<file path="config.mk">
export PLATFORM = sky130hd
export DESIGN_NAME = conv_window_ctrl_flat
export DESIGN_NICKNAME = d
export VERILOG_FILES = /design/src/rtl/lenet_pkg.sv /design/src/rtl/conv_window_ctrl_if.sv /design/src/rtl/conv_window_ctrl_wrap_counter.sv /design/src/rtl/conv_window_ctrl.sv /design/src/flat_wrapper.sv
export SDC_FILE = /design/constraint.sdc
export NUM_CORES = 1
export LEC_CHECK = 0
export CELL_PAD_IN_SITES_DETAIL_PLACEMENT = 0
export CELL_PAD_IN_SITES_GLOBAL_PLACEMENT = 2
export CORE_MARGIN = 1.5
export CORE_UTILIZATION = 38
export CTS_CLUSTER_SIZE = 40
export DETAILED_ROUTE_END_ITERATION = 12
export PLACE_DENSITY = 0.94
export SLEW_MARGIN = 20
export SYNTH_ARGS = -nofsm -noshare
export SYNTH_HDL_FRONTEND = slang
export SYNTH_SLANG_ARGS = --single-unit
</file>
<file path="constraint.sdc">
create_clock -name clk -period 2.76 [get_ports clk]
set_clock_uncertainty 0.05 [all_clocks]
set_input_delay 0.828 -clock clk [delete_from_list [all_inputs] [get_ports clk]]
set_output_delay 0.828 -clock clk [all_outputs]
set_load 0.01 [all_outputs]
</file>
<file path="src/rtl/lenet_pkg.sv">
// Shared types and default geometry for the sliding-window convolution front end.
package lenet_pkg;

  typedef enum logic [1:0] {
    ST_IDLE  = 2'd0,
    ST_RUN   = 2'd1,
    ST_DRAIN = 2'd2
  } state_t;

  localparam int unsigned IMG_W_DEF = 32'd32;
  localparam int unsigned IMG_H_DEF = 32'd32;
  localparam int unsigned K_DEF     = 32'd5;

  // Bit width able to hold 0..n-1, never narrower than one bit.
  function automatic int unsigned width_of(input int unsigned n);
    return (n <= 32'd1) ? 32'd1 : $clog2(n);
  endfunction

endpackage

</file>
<file path="src/rtl/conv_window_ctrl_if.sv">
// Pixel-in / window-out handshake bundle between the window controller and its neighbours.
import lenet_pkg::*;

interface conv_window_ctrl_if #(
  parameter int unsigned ROW_W = width_of(IMG_H_DEF - K_DEF + 32'd1),
  parameter int unsigned COL_W = width_of(IMG_W_DEF - K_DEF + 32'd1)
);
  logic             pix_valid;
  logic             pix_ready;
  logic             shift_en;
  logic             win_valid;
  logic             win_ready;
  logic [ROW_W-1:0] out_row;
  logic [COL_W-1:0] out_col;

  modport master (
    output pix_valid, win_ready,
    input  pix_ready, shift_en, win_valid, out_row, out_col
  );

  modport slave (
    input  pix_valid, win_ready,
    output pix_ready, shift_en, win_valid, out_row, out_col
  );
endinterface

</file>
<file path="src/rtl/conv_window_ctrl_wrap_counter.sv">
// Modulo-(MAX+1) counter with synchronous clear; wrap flags the enabled step from MAX back to 0.
import lenet_pkg::*;

module wrap_counter #(
  parameter int unsigned MAX = 32'd31,
  parameter int unsigned W   = width_of(MAX + 32'd1)
) (
  input  logic         clk,
  input  logic         reset,
  input  logic         clear,
  input  logic         en,
  output logic [W-1:0] count,
  output logic         wrap
);
  localparam logic [W-1:0] MAX_V = W'(MAX);
  localparam logic [W-1:0] ONE_V = W'(1);

  logic [W-1:0] count_r;

  assign wrap  = en & (count_r == MAX_V);
  assign count = count_r;

  // Count register: clear dominates enable.
  always_ff @(posedge clk or negedge reset) begin
    if (!reset) begin
      count_r <= '0;
    end else if (clear) begin
      count_r <= '0;
    end else if (en) begin
      count_r <= (count_r == MAX_V) ? '0 : (count_r + ONE_V);
    end else begin
      count_r <= count_r;
    end
  end

endmodule

</file>
<file path="src/rtl/conv_window_ctrl.sv">
// Raster-scan controller for a KxK stride-1 window: paces pixel intake and tags each full window with its output coordinate.
import lenet_pkg::*;

module conv_window_ctrl #(
  parameter int unsigned IMG_W = IMG_W_DEF,
  parameter int unsigned IMG_H = IMG_H_DEF,
  parameter int unsigned K     = K_DEF
) (
  input  logic                clk,
  input  logic                reset,
  input  logic                start,
  output logic                busy,
  output logic                done,
  conv_window_ctrl_if.slave   win_if
);
  localparam int unsigned RW   = width_of(IMG_H - K + 32'd1);
  localparam int unsigned CW   = width_of(IMG_W - K + 32'd1);
  localparam int unsigned CRW  = width_of(IMG_H);
  localparam int unsigned CCW  = width_of(IMG_W);

  localparam logic [CRW-1:0] ROW_FIRST = CRW'(K - 32'd1);
  localparam logic [CCW-1:0] COL_FIRST = CCW'(K - 32'd1);

  state_t         state_r;
  logic           win_valid_r;
  logic [RW-1:0]  out_row_r;
  logic [CW-1:0]  out_col_r;
  logic           done_r;

  logic [CRW-1:0] row_s;
  logic [CCW-1:0] col_s;
  logic           col_wrap_s;
  logic           last_s;
  logic           pix_ready_s;
  logic           accept_s;
  logic           qual_s;
  logic           hs_s;
  logic           clr_s;

  assign pix_ready_s = (state_r == ST_RUN) & (~win_valid_r | win_if.win_ready);
  assign accept_s    = win_if.pix_valid & pix_ready_s;
  assign hs_s        = win_valid_r & win_if.win_ready;
  assign clr_s       = (state_r == ST_IDLE) & start;
  assign qual_s      = accept_s & (row_s >= ROW_FIRST) & (col_s >= COL_FIRST);

  wrap_counter #(.MAX(IMG_W - 32'd1), .W(CCW)) u_col_cnt (
    .clk   (clk),
    .reset (reset),
    .clear (clr_s),
    .en    (accept_s),
    .count (col_s),
    .wrap  (col_wrap_s)
  );

  // Row wraps only on the very last pixel of the frame, so its wrap marks frame end.
  wrap_counter #(.MAX(IMG_H - 32'd1), .W(CRW)) u_row_cnt (
    .clk   (clk),
    .reset (reset),
    .clear (clr_s),
    .en    (col_wrap_s),
    .count (row_s),
    .wrap  (last_s)
  );

  // Frame FSM with registered window flag, coordinates and done pulse.
  always_ff @(posedge clk or negedge reset) begin
    if (!reset) begin
      state_r     <= ST_IDLE;
      win_valid_r <= 1'b0;
      out_row_r   <= '0;
      out_col_r   <= '0;
      done_r      <= 1'b0;
    end else begin
      done_r <= 1'b0;
      case (state_r)
        ST_IDLE: begin
          win_valid_r <= 1'b0;
          state_r     <= start ? ST_RUN : ST_IDLE;
        end
        ST_RUN: begin
          if (qual_s) begin
            win_valid_r <= 1'b1;
            out_row_r   <= RW'(row_s - ROW_FIRST);
            out_col_r   <= CW'(col_s - COL_FIRST);
          end else if (hs_s) begin
            win_valid_r <= 1'b0;
          end else begin
            win_valid_r <= win_valid_r;
          end
          state_r <= last_s ? ST_DRAIN : ST_RUN;
        end
        ST_DRAIN: begin
          if (hs_s) begin
            win_valid_r <= 1'b0;
            done_r      <= 1'b1;
            state_r     <= ST_IDLE;
          end else begin
            state_r     <= ST_DRAIN;
          end
        end
        default: begin
          win_valid_r <= 1'b0;
          state_r     <= ST_IDLE;
        end
      endcase
    end
  end

  assign win_if.pix_ready = pix_ready_s;
  assign win_if.shift_en  = accept_s;
  assign win_if.win_valid = win_valid_r;
  assign win_if.out_row   = out_row_r;
  assign win_if.out_col   = out_col_r;
  assign busy             = (state_r != ST_IDLE);
  assign done             = done_r;

endmodule

</file>
<file path="src/flat_wrapper.sv">
// flat-port wrapper written by rule: the top's interface ports become plain ports
module conv_window_ctrl_flat 
#(
  parameter int unsigned IMG_W = IMG_W_DEF,
  parameter int unsigned IMG_H = IMG_H_DEF,
  parameter int unsigned K     = K_DEF
)
  (clk, reset, start, busy, done, win_if_pix_valid, win_if_win_ready, win_if_pix_ready, win_if_shift_en, win_if_win_valid, win_if_out_row, win_if_out_col);
  conv_window_ctrl_if #(.ROW_W(5), .COL_W(5)) win_if_i ();
  input  logic clk;
  input  logic reset;
  input  logic start;
  output logic busy;
  output logic done;
  input wire logic [$bits(win_if_i.pix_valid)-1:0] win_if_pix_valid;
  input wire logic [$bits(win_if_i.win_ready)-1:0] win_if_win_ready;
  output wire logic [$bits(win_if_i.pix_ready)-1:0] win_if_pix_ready;
  output wire logic [$bits(win_if_i.shift_en)-1:0] win_if_shift_en;
  output wire logic [$bits(win_if_i.win_valid)-1:0] win_if_win_valid;
  output wire logic [$bits(win_if_i.out_row)-1:0] win_if_out_row;
  output wire logic [$bits(win_if_i.out_col)-1:0] win_if_out_col;
  assign win_if_i.pix_valid = win_if_pix_valid;
  assign win_if_i.win_ready = win_if_win_ready;
  assign win_if_pix_ready = win_if_i.pix_ready;
  assign win_if_shift_en = win_if_i.shift_en;
  assign win_if_win_valid = win_if_i.win_valid;
  assign win_if_out_row = win_if_i.out_row;
  assign win_if_out_col = win_if_i.out_col;
  conv_window_ctrl #(.IMG_W(IMG_W), .IMG_H(IMG_H), .K(K)) u_core (.clk(clk), .reset(reset), .start(start), .busy(busy), .done(done), .win_if(win_if_i));
endmodule
</file>
* After elaboration in Yosys (flattened, before gate mapping)
Index checks and enable logic that the tools add are counted.
Operators by class: $add $sub $neg 4, multipliers 0, divide/modulo/power cells 0, order comparisons 2, equal/unequal tests 4, shift operators 0, mux-type cells 15, bitwise gates (word level) 10, reductions and logical operators 5
Operators with widths (count):
- 5-bit 2-to-1 mux | 6
- 5-bit by 1-bit adder with 5-bit output (second input constant) | 2
- 5-bit == test (second input constant) | 2
- 5-bit by 3-bit >= comparator with 1-bit output (second input constant) | 2
- 5-bit by 3-bit subtractor with 5-bit output (second input constant) | 2
- 1-bit AND | 8
- 2-bit one-hot mux with 3 select lines | 1
- 2-bit nonzero test | 3
- 1-bit 2-to-1 mux | 5
- 2-bit 2-to-1 mux | 2
- 2-bit by 1-bit == test with 1-bit output (second input constant) | 1
- 2-bit == test (second input constant) | 1
- 2-bit logical NOT | 1
- 1-bit one-hot mux with 2 select lines | 1
- 2-bit AND reduction | 1
- 1-bit inverter | 1
- 1-bit OR | 1
Storage, ports and cells: bits in registers 24, latch bits 0, RAM bits 0, ROM bits 0, bits of input ports 5, output and inout bits 15, logic and storage cells 47, memories kept 0

* Logic depth before layout (Yosys ltp)
depth after elaboration 8, depth in mapped cells 7, mapped depth without buffers 7

* By module
A second synthesis with hierarchy kept.
Second synthesis, totals: cells, all modules 115, area total of the unflattened synthesis 1357.6 µm²
By module, submodules not included:
- conv_window_ctrl | times used 1, cells an instance 63, area each 797.0 µm², seq. area each 350.3 µm²
- wrap_counter | times used 2, cells an instance 26, area each 280.3 µm², seq. area each 125.1 µm²

* Worst setup path before layout
Ideal clock, no wire load.
kind input to output, from in win_if_win_ready, to out win_if_shift_en, arrival time 1.220 ns, required time 1.882 ns, slack 0.662 ns, stages on the path 3, buffers on the path 0, path through nand2b_2 > nand3_4 > inv_2
Between the ends: longest elaborated chain between the ends 3
RTL lines:
- start, declared | RTL line flat_wrapper.sv:16 | input wire logic [$bits(win_if_i.win_ready)-1:0] win_if_win_ready;
- 1-bit OR | RTL line conv_window_ctrl.sv:40 | assign pix_ready_s = (state_r == ST_RUN) & (~win_valid_r | win_if.win_ready);
- 1-bit AND | RTL line conv_window_ctrl.sv:40
- 1-bit AND | RTL line conv_window_ctrl.sv:41 | assign accept_s = win_if.pix_valid & pix_ready_s;
- end, declared | RTL line flat_wrapper.sv:18 | output wire logic [$bits(win_if_i.shift_en)-1:0] win_if_shift_en;
Every way passes these cells.

* Worst setup path after layout
from in win_if_pix_valid, to out win_if_shift_en
Between the ends: longest elaborated chain between the ends 1
RTL lines:
- start, declared | RTL line flat_wrapper.sv:15 | input wire logic [$bits(win_if_i.pix_valid)-1:0] win_if_pix_valid;
- 1-bit AND | RTL line conv_window_ctrl.sv:41
Every way passes these cells.

==> impl_metrics.json <==
{
  "cts_root_buffer": "clkbuf_8",
  "p_per_area_nw_per_um2": 449,
  "rows": 21,
  "totalPowerFinal_uw": 782,
  "cts_buffers": 3,
  "drc": 0,
  "synth-seq-cells": 24,
  "wirelength_mm": 2.57,
  "grt_max_degree": 25,
  "max_slew_margin_pct": 71.4,
  "track_usage_pct": 13.9,
  "portBuffers": 19,
  "utilization_pct": 50.6,
  "die_area_um2": 4100,
  "syn2layout_area_growth_pct": 23.2,
  "cp.arrival_ps": 1740,
  "layout-drive-gt1-share_pct": 16.6,
  "syn_nets": 146,
  "htreeDepth": 1,
  "required_ps": 1880,
  "cpPeakStageDelay_ps": 520,
  "synth_warnings": 0,
  "die_w_um": 64.0,
  "ys_async_sr_fraction_pct": 100,
  "critPathKind": "in -> out",
  "wire_per_inst_um": 13.0,
  "clock_sinks": 24,
  "start_kind": "input pin",
  "netlist.area_leader.share_pct": 42.4,
  "vias_per_cell": 4.86,
  "synth.area.top_cells": "dfrtp_1 (42%), ha_1 (14%), mux2_4 (7.4%), mux2i_1 (4.2%), inv_1 (4.0%)",
  "final_hold_viol_count": 0,
  "fin_crit_sh_pct": 95.0,
  "fin_crit_ps": 2620,
  "ant_nets": 0,
  "vias": 958,
  "final_area_um2": 1740,
  "layout_commonest_cell": "dfrtp_1",
  "holdWs_ps": 440,
  "post-dp-hpwl_mm": 1.94,
  "yosys.area.top_type": "dfrtp_1",
  "mappedNetlistArea_um2": 1420,
  "cts_tree": "built",
  "setup_viol": 0,
  "synthDistinctLibCells": 34,
  "clk_pin_slew_ps": 80,
  "cp-end-kind": "primary output",
  "gp_congestion": 0.828,
  "insertion_delay_ps": 260,
  "diodes": 0,
  "postSynthAreaPerCell_um2": 11.3,
  "gr-total-overflow": 0,
  "status": "complete, no violations",
  "path_cells": "clkdlybuf4s50_1 -> nand3_4 -> inv_2 -> clkdlybuf4s15_1",
  "peakVddDrop_uv": 200,
  "netlist_instances": 125,
  "critPathMaxFanout": 2,
  "antenna_found_initial": 0,
  "cp_slowest_cell": "clkdlybuf4s50_1",
  "tightest_slew_ps": 429,
  "leakagePower_uw": 0.000814,
  "dp.cells": 193,
  "core_area_um2": 3440,
  "io_pins": 20,
  "layout.cells.most_common_list": "dfrtp_1 (24), ha_1 (16), clkdlybuf4s50_1 (16), inv_1 (15), nand2_1 (11)",
  "grt_pass1_wl_mm": 4.46,
  "fin_nets": 173,
  "drt_iter0_markers": 28,
  "maxSlewViolCount": 0,
  "ys_seq_area_share_pct": 42.4,
  "first_global_vias": 974,
  "rsz0062_at_grt": "no",
  "first_pass_iters": 4,
  "die_h_um": 64.0,
  "stdcell_count": 197,
  "cts_buffer_depth": 2,
  "synth_flop_cell": "dfrtp_1",
  "max_clock_freq_mhz": 382,
  "place_area_um2": 1690,
  "synth-edff-count": 0,
  "hp-class": "reg -> reg",
  "drv_cap": 0,
  "initial_core_util_pct": 41.1
}
-- flip-flops by register name, summed over array words and instances (netlist names) --
name and flops:
u_core.u_col_cnt.count 5, u_core.u_row_cnt.count 5, u_core.win_if.out_col 5, u_core.win_if.out_row 5, u_core.state_r 2, u_core.done 1, u_core.win_if.win_valid 1
-- per-stage QoR --
step | worst slack [ps] | setup TNS, ps
global placement | -300 | -573
CTS | 130 | 0
floorplan | 662 | 0
global route | 95.0 | 0
detailed placement | -302 | -567
finish | 139 | 0
-- cell type report --
| type | instances | area (um2) |
|---|---|---|
| clock buffer | 4 | 55.1 |
| fill | 318 | 1700 |
| inverter | 16 | 60.1 |
| multi-input combinational | 83 | 744 |
| sequential | 24 | 601 |
| tap | 46 | 57.6 |
| timing repair buffer | 24 | 225 |
-- repair_timing --
action / 4_1_cts / 5_1_grt
setup endpoints to repair: 2 / 0
buffers inserted: 0 / 0
hold buffers: 0 / 0
gates resized for setup: 5 / 0
-- where the power goes --
part	internal (uW)	switching, uW	leakage (uW)
sequential	369	33.1	0.000317
combinational	71.2	70.9	0.000469
clock	127	110	0.0000288
total	567	214	0.000814
-- cell families (layout without fill, tap and decap cells) --
family | count (synthesis) | after routing | synth area share, %
AO/OA/AOI/OAI | 17 | 17 | 10.3
AND/OR/NAND/NOR | 34 | 34 | 14.1
adder cells (fa/ha/maj) | 16 | 16 | 14.1
buffers and inverters | 18 | 44 | 5.30
multiplexers | 14 | 14 | 12.5
XOR/XNOR | 2 | 2 | 1.24
flip-flops | 24 | 24 | 42.4
-- cell usage after synthesis (all sizes together) (2+ instances only) --
cell type  instances
dfrtp             24
ha                16
inv               16
nand2             11
mux2               8
mux2i              6
nor2               6
a21oi              5
and2               4
nand3              4
a2111oi            2
a31oi              2
buf                2
nand4              2
nor3               2
o31ai              2
xor2               2
-- critical path, delay by kind of cell --
kind	cells	cell delay, ps
buffers and inverters	3	820
AND/OR/NAND/NOR	1	90
-- metal layers --
metal  vias to the layer above  global-route usage (%)  wire length (um)
met5                         -                       0                 0
met4                         0                    5.71                19
met3                         2                    2.11                79
met2                        18                    22.5              1210
met1                       462                    18.6              1270
li1                        476                       -                 -
-- path summary, 6_finish.rpt --
kind                                                 from                        end  slack (ps)  cells past startpoint
worst min register to register   u_core.win_if.out_row[0]   u_core.win_if.out_row[0]         440                      1
worst max-delay path                     win_if_pix_valid            win_if_shift_en         140                      4
worst max register to register  u_core.u_col_cnt.count[2]  u_core.u_row_cnt.count[3]         690                      7
max in group asynchronous                           reset  u_core.u_col_cnt.count[1]        1560                      2
min in group asynchronous                           reset   u_core.win_if.out_row[3]         870                      2
worst min-delay path             u_core.win_if.out_row[0]   u_core.win_if.out_row[0]         440                      1
(Power assumes the default switching activity.)
